`src/rtl/vga_wq_pkg.sv`:
```
`default_nettype none
// ============================================================================
//  Module      : vga_wq_pkg
//  Description : Shared types and default widths for the VGA framebuffer
//                write queue (state encoding, queue entry layout, helpers).
//  Revision    : 1.0  initial release
// ============================================================================
package vga_wq_pkg;

  localparam int WQ_DEPTH_DEF  = 16;
  localparam int WQ_ADDR_W_DEF = 13;
  localparam int WQ_DATA_W_DEF = 25;

  typedef enum logic [1:0] {
    IDLE  = 2'd0,
    DRAIN = 2'd1,
    FLUSH = 2'd2
  } wq_state_t;

  typedef struct packed {
    logic [WQ_ADDR_W_DEF-1:0] addr;
    logic [WQ_DATA_W_DEF-1:0] data;
  } wq_entry_t;

  // Normal draining is allowed during blanking, or always when not blank-gated.
  function automatic logic can_drain_f(input logic blank, input logic blank_only);
    return blank | ~blank_only;
  endfunction

endpackage
`default_nettype wire

```
`src/rtl/wq_fifo_mem.sv`:
```
`default_nettype none
// ============================================================================
//  Module      : wq_fifo_mem
//  Description : DEPTH x WIDTH queue storage. Synchronous write (shared by
//                normal pushes and coalesce overwrites), combinational read
//                at the read pointer.
//  Revision    : 1.0  initial release
// ============================================================================
module wq_fifo_mem #(
  parameter int DEPTH = 16,
  parameter int WIDTH = 38
) (
  input  logic                     clk,
  input  logic                     wr_en,
  input  logic [$clog2(DEPTH)-1:0] wr_ptr,
  input  logic [WIDTH-1:0]         wr_data,
  input  logic [$clog2(DEPTH)-1:0] rd_ptr,
  output logic [WIDTH-1:0]         rd_data
);

  logic [WIDTH-1:0] r_mem [DEPTH];

  // Storage write; contents need no reset because occupancy gates every read.
  always_ff @(posedge clk) begin
    if (wr_en) begin
      r_mem[wr_ptr] <= wr_data;
    end
  end

  assign rd_data = r_mem[rd_ptr];

endmodule
`default_nettype wire

```
`src/rtl/vga_write_queue.sv`:
```
`default_nettype none
// ============================================================================
//  Module      : vga_write_queue
//  Description : FIFO between execWrite and the framebuffer RAM write port.
//                Drains during blanking (or always when BLANK_ONLY=0), and
//                drains unconditionally on a flush request.
//  Options     : VGA_WQ_COALESCE_EN - a push to the same address as the
//                newest queued entry overwrites that entry's data.
//  Revision    : 1.0  initial release
// ============================================================================
module vga_write_queue
  import vga_wq_pkg::*;
#(
  parameter int DEPTH      = WQ_DEPTH_DEF,
  parameter int ADDR_W     = WQ_ADDR_W_DEF,
  parameter int DATA_W     = WQ_DATA_W_DEF,
  parameter int BLANK_ONLY = 1
) (
  input  logic                       clk,
  input  logic                       rst,
  input  logic                       vga_we,
  input  logic [ADDR_W-1:0]          vga_addr,
  input  logic [DATA_W-1:0]          vga_data,
  input  logic                       blank,
  input  logic                       flush_req,
  output logic                       flush_done,
  output logic                       wq_full,
  output logic                       wq_empty,
  output logic [$clog2(DEPTH):0]     level,
  output logic                       overflow,
  output logic                       fb_we,
  output logic [ADDR_W-1:0]          fb_addr,
  output logic [DATA_W-1:0]          fb_data
);

  localparam int c_PTR_W = $clog2(DEPTH);
  localparam int c_LVL_W = c_PTR_W + 1;
  localparam int c_ENT_W = ADDR_W + DATA_W;

  wq_state_t           r_state;
  logic [c_PTR_W-1:0]  r_wr_ptr;
  logic [c_PTR_W-1:0]  r_rd_ptr;
  logic [c_LVL_W-1:0]  r_level;
  logic                r_overflow;
  logic                r_flush_done;
  logic                r_fb_we;
  logic [ADDR_W-1:0]   r_fb_addr;
  logic [DATA_W-1:0]   r_fb_data;

  logic                w_can_drain;
  logic                w_pop;
  logic                w_push;
  logic                w_coalesce;
  logic                w_drop;
  logic [c_LVL_W-1:0]  w_level_next;
  logic                w_mem_we;
  logic [c_PTR_W-1:0]  w_mem_wptr;
  logic [c_ENT_W-1:0]  w_rd_entry;

  assign w_can_drain = can_drain_f(blank, (BLANK_ONLY != 0));

  // FLUSH pops regardless of blank; DRAIN only while draining is permitted.
  assign w_pop = ((r_state == FLUSH) || ((r_state == DRAIN) && w_can_drain))
                 && (r_level != '0);

`ifdef VGA_WQ_COALESCE_EN
  logic [ADDR_W-1:0] r_newest_addr;

  // Address of the most recently appended entry, for coalesce matching.
  always_ff @(posedge clk) begin
    if (rst) begin
      r_newest_addr <= '0;
    end else if (w_push) begin
      r_newest_addr <= vga_addr;
    end
  end

  // The newest entry is only being popped when it is also the oldest one.
  assign w_coalesce = vga_we && (r_level != '0) && (vga_addr == r_newest_addr)
                      && !(w_pop && (r_level == c_LVL_W'(1)));
`else
  assign w_coalesce = 1'b0;
`endif

  // A same-cycle pop frees a slot, so a full queue can still accept.
  assign w_push       = vga_we && !w_coalesce && ((r_level != c_LVL_W'(DEPTH)) || w_pop);
  assign w_drop       = vga_we && !w_coalesce && !w_push;
  assign w_level_next = r_level + c_LVL_W'(w_push) - c_LVL_W'(w_pop);

  assign w_mem_we   = w_push || w_coalesce;
  assign w_mem_wptr = w_coalesce ? (r_wr_ptr - c_PTR_W'(1)) : r_wr_ptr;

  wq_fifo_mem #(
    .DEPTH (DEPTH),
    .WIDTH (c_ENT_W)
  ) u_mem (
    .clk     (clk),
    .wr_en   (w_mem_we),
    .wr_ptr  (w_mem_wptr),
    .wr_data ({vga_addr, vga_data}),
    .rd_ptr  (r_rd_ptr),
    .rd_data (w_rd_entry)
  );

  // Pointers, occupancy and the sticky overflow flag.
  always_ff @(posedge clk) begin
    if (rst) begin
      r_wr_ptr   <= '0;
      r_rd_ptr   <= '0;
      r_level    <= '0;
      r_overflow <= 1'b0;
    end else begin
      if (w_push) begin
        r_wr_ptr <= r_wr_ptr + c_PTR_W'(1);
      end
      if (w_pop) begin
        r_rd_ptr <= r_rd_ptr + c_PTR_W'(1);
      end
      r_level <= w_level_next;
      if (w_drop) begin
        r_overflow <= 1'b1;
      end
    end
  end

  // Drain control; flush_done pulses when a flush leaves the queue empty.
  always_ff @(posedge clk) begin
    if (rst) begin
      r_state      <= IDLE;
      r_flush_done <= 1'b0;
    end else begin
      r_flush_done <= 1'b0;
      case (r_state)
        IDLE: begin
          if (flush_req) begin
            if ((r_level == '0) && !w_push) begin
              r_flush_done <= 1'b1;
            end else begin
              r_state <= FLUSH;
            end
          end else if ((w_level_next != '0) && w_can_drain) begin
            // Entering on next-cycle occupancy keeps push-to-pop at one cycle.
            r_state <= DRAIN;
          end
        end
        DRAIN: begin
          if (flush_req) begin
            r_state <= FLUSH;
          end else if ((w_level_next == '0) || !w_can_drain) begin
            r_state <= IDLE;
          end
        end
        FLUSH: begin
          if ((r_level == '0) && !w_push) begin
            r_state      <= IDLE;
            r_flush_done <= 1'b1;
          end
        end
        default: r_state <= IDLE;
      endcase
    end
  end

  // Registered framebuffer write port; address/data hold when idle.
  always_ff @(posedge clk) begin
    if (rst) begin
      r_fb_we   <= 1'b0;
      r_fb_addr <= '0;
      r_fb_data <= '0;
    end else begin
      r_fb_we <= w_pop;
      if (w_pop) begin
        r_fb_addr <= w_rd_entry[c_ENT_W-1:DATA_W];
        r_fb_data <= w_rd_entry[DATA_W-1:0];
      end
    end
  end

  assign flush_done = r_flush_done;
  assign wq_full    = (r_level == c_LVL_W'(DEPTH));
  assign wq_empty   = (r_level == '0);
  assign level      = r_level;
  assign overflow   = r_overflow;
  assign fb_we      = r_fb_we;
  assign fb_addr    = r_fb_addr;
  assign fb_data    = r_fb_data;

endmodule
`default_nettype wire

```
`config.mk`:
```
export PLATFORM = sky130hd
export DESIGN_NAME = vga_write_queue
export DESIGN_NICKNAME = d
export VERILOG_FILES = /design/src/rtl/vga_wq_pkg.sv /design/src/rtl/wq_fifo_mem.sv /design/src/rtl/vga_write_queue.sv
export SDC_FILE = /design/constraint.sdc
export NUM_CORES = 1
export LEC_CHECK = 0
export ABC_AREA = 1
export BUFFER_PORTS_ARGS = -buffer_cell sky130_fd_sc_hd__buf_2
export CORE_ASPECT_RATIO = 0.8
export CORE_MARGIN = 2
export CORE_UTILIZATION = 55
export DETAILED_ROUTE_END_ITERATION = 6
export PLACE_DENSITY = 0.72
export SLEW_MARGIN = 40
export SYNTH_ARGS = -nofsm -noshare
export SYNTH_HDL_FRONTEND = slang
export SYNTH_SLANG_ARGS = --single-unit
```
`constraint.sdc`:
```
create_clock -name clk -period 3.9 [get_ports clk]
set_clock_uncertainty 0.15 [all_clocks]
set_input_delay 0.39 -clock clk [delete_from_list [all_inputs] [get_ports clk]]
set_output_delay 0.39 -clock clk [all_outputs]
set_load 0.02 [all_outputs]
```
==> results_dict.tcl <==
set metrics [dict create \
    synth_flop_cell "edfxtp_1" \
    max-slew-margin-rel 0.458 \
    first_iter_violations 1843 \
    synth.top_cell.area_share 0.696 \
    cap_viol_max_count 0 \
    multi_input_area_mm2 0.00598 \
    cp.arrival_ns 3.90 \
    yosysTopAreaCell "edfxtp_1" \
    cts_inserted_buffers 61 \
    fin_nets 2203 \
    routed-via-count 17000 \
    area_growth_pct 13.6 \
    dp_hpwl_um 33400 \
    ff_latch_area_mm2 0.0194 \
    vdd_drop_max_mv 0.616 \
    ys_seq_elements 664 \
    r2r_slack_ns 0.37 \
    worstSetupEndpointType "flip-flop" \
    cp.required_ns 4.27 \
    grt_use_met2 0.404 \
    top_usage_layer "met2" \
    die_area_mm2 0.0494 \
    clock_path_buffers 3 \
    globalplace.congestion 0.822 \
    post-cts-setup-buffers 0 \
    critPathSlowestCell "fa_1" \
    path_cells "inv_1, ha_1, nand3_1, nor2_1, inv_1, nand2_2, nand2_1, nand2_1, ha_1, inv_1, ha_1, inv_1, fa_1, xor2_1, nand3_1, nor2_1, nand2_1, nand2_1, nand2_1, nand3_1, nand2_1, inv_1, nor2_1" \
    cts-root-buf "clkbuf_16" \
    port-buffer-count 90 \
    netlist_instances 2054 \
    seq_area_frac_synth 0.739 \
    critPathKind "flip-flop to flip-flop" \
    critPathCapture "r_state[1]" \
    antenna_found_initial 0 \
    wl_um 62100 \
    status "finished, final reports clean" \
    fin_crit_ns 3.53 \
    grt_max_degree 142 \
    drtPass1Iterations 5 \
    num_rows 71 \
    grt_pass1_vias 16400 \
    clk_latency_ns 0.64 \
    path_max_fanout 6 \
    post-route-period-util 0.905 \
    p_leak_nw 9.97 \
    worstRegToRegCells 23 \
    worstMarginPinSlew_ns 0.813 \
    syn_area_per_cell_um2 12.8 \
    synth_area_mm2 0.0262 \
    max_freq_mhz 283 \
    start_util 0.557 \
    p_seq_frac 0.426 \
    io_pins 91 \
    cts_sinks 664 \
    clockPowerShare 0.303 \
    hp-class "primary input to flip-flop" \
    timing.rr.end "r_state[1]" \
    cts_max_level 2 \
    rsz0062_at_grt "false" \
    wl_per_cell_um 22.0 \
    crit_start "level[3]" \
    synth.distinct_cells 28 \
    viasPerCell 6.02 \
    cp-start-kind "flip-flop" \
    slowest_delay_ns 0.44 \
    p_sw_frac 0.328 \
    power_frac_comb 0.271 \
    cts_tree "done" \
    die_y_um 199 \
    p_per_area_mw_per_mm2 667 \
    postRouteAntennaNets 0 \
    core_mm2 0.0471 \
    grtUsageMet3 0.0375 \
    r2r_start "level[3]" \
    num-fill-cells 3510 \
    gr-total-overflow 0 \
    cpMostUsedCell "nand2_1" \
    internal_power_mw 13.4 \
    drive_above_1_share 0.117 \
    fin_setup_tns_ns 0 \
    track_usage 0.255 \
    clkTransAtPathRegs_ns 0.06 \
    grtUsageMet1 0.372 \
    instances_no_fill 2820 \
    yosysWarnings 0 \
    place_inst 2672 \
    drc 0 \
    hold_viol_final 0 \
    setup_viol 0 \
    die_x_um 248 \
    synth-edff-count 608 \
    syn_nets 2109 \
    power.switching_mw 6.52 \
    grt_first_pass_wirelength_um 95200 \
    async_reset_ff_frac 0 \
    final_util 0.633 \
    finalMaxSlewViolations 0 \
    synth_area_leaders "edfxtp_1 (70%), nor2_1 (7.0%), o211ai_1 (5.4%)" \
]
[worst min-delay path by stage]
stage / startpoint / to / slack [ns] / depth (start not counted)
finish: vga_addr[4] / u_mem.r_mem[1][29] / 0.02 / 1
floorplan: r_wr_ptr[3] / r_wr_ptr[3] / 0.34 / 2
CTS: vga_addr[4] / u_mem.r_mem[1][29] / 0.001 / 1
global placement: overflow / overflow / 0.32 / 2
global route: vga_addr[4] / u_mem.r_mem[0][29] / 0.02 / 1
detailed placement: fb_addr[5] / fb_addr[5] / 0.33 / 2
[registers in the layout, summed over array words and instances (netlist names), 2 cells and up]
signal	cells
r_rd_ptr	4
r_wr_ptr	4
fb_data	25
r_state	2
level	5
fb_addr	13
u_mem.r_mem	608
[per-stage QoR]
stage	power, mW	cell area, µm²	hold slack (ns)	setup slack, ns
floorplan	12.5	26200	0.337	0.178
global placement	13.8	27400	0.323	0.548
detailed placement	13.9	27400	0.328	0.396
CTS	19.9	29800	0.00114	0.320
global route	20.9	29800	0.0172	0.0391
finish	19.9	29800	0.0164	0.369
[critical path, delay by kind of cell, from the launching register on]
| family | cells | cell delay (ns) |
|---|---|---|
| flip-flops | 1 | 0.33 |
| adder cells (fa/ha/maj) | 4 | 1.08 |
| buffers and inverters | 5 | 0.37 |
| XOR/XNOR | 1 | 0.19 |
| AND/OR/NAND/NOR | 13 | 1.31 |
[layout make-up]
cell class                      instances  share of cell area
Clock inverter                         42              0.0147
Multi-Input combinational cell       1182               0.201
Antenna cell                            1           0.0000840
Clock buffer                           72              0.0530
Inverter                               68             0.00903
Tap cell                              620              0.0260
Timing Repair Buffer                  171              0.0457
Sequential cell                       664               0.651
[power groups by stage]
stage / Sequential [mW] / Combinational (mW) / Clock, mW
4_1_cts: 8.47 / 5.36 / 6.08
2_1_floorplan: 8.79 / 3.68 / 0
3_3_place_gp: 8.67 / 5.08 / 0
5_1_grt: 8.52 / 6.01 / 6.34
6_report: 8.47 / 5.38 / 6.02
3_5_place_dp: 8.62 / 5.28 / 0
[Yosys cell counts, drive strengths merged (10+ instances only)]
cell / n
edfxtp: 608
nor2: 492
o21ai: 310
o211ai: 190
nand3: 127
buf: 70
clkbuf: 70
inv: 67
dfxtp: 56
nand2: 33
ha: 11
a21oi: 10
[cells by family (layout without fill, tap and decap cells)]
family	Yosys count	after routing	share of synthesized area
compound gates	512	512	0.116
xor+xnor	2	2	0.000668
fa+ha+maj	12	12	0.00601
buf+inv	208	353	0.0378
flops	664	664	0.739
other cells	0	1	0
simple gates	656	656	0.100
[cell usage in the layout, fill, tap and decap left out, types with 8 or more instances in the layout]
master,n
a21oi_1,9
buf_12,17
buf_2,90
buf_4,29
bufinv_16,8
clkbuf_1,10
clkbuf_16,61
clkinv_1,13
clkinv_2,13
dfxtp_1,52
dlygate4sd3_1,33
edfxtp_1,608
ha_1,11
inv_1,62
nand2_1,31
nand3_1,127
nor2_1,476
nor2_4,16
o211ai_1,190
o21ai_0,232
o21ai_1,78
[routing by layer]
metal  routed length [µm]  share of wire
met5                    0              0
met4                 1130          0.018
met3                 4850          0.078
met2                29300           0.47
met1                26900           0.43
[repair_timing]
| action | CTS | global route |
|---|---|---|
| setup endpoints to repair | 0 | 2 |
| hold buffers | 33 | 0 |
| hold endpoints to repair | 367 | 0 |
| gates resized for setup | 0 | 2 |
No activity file was read; power rests on OpenSTA's default activity.
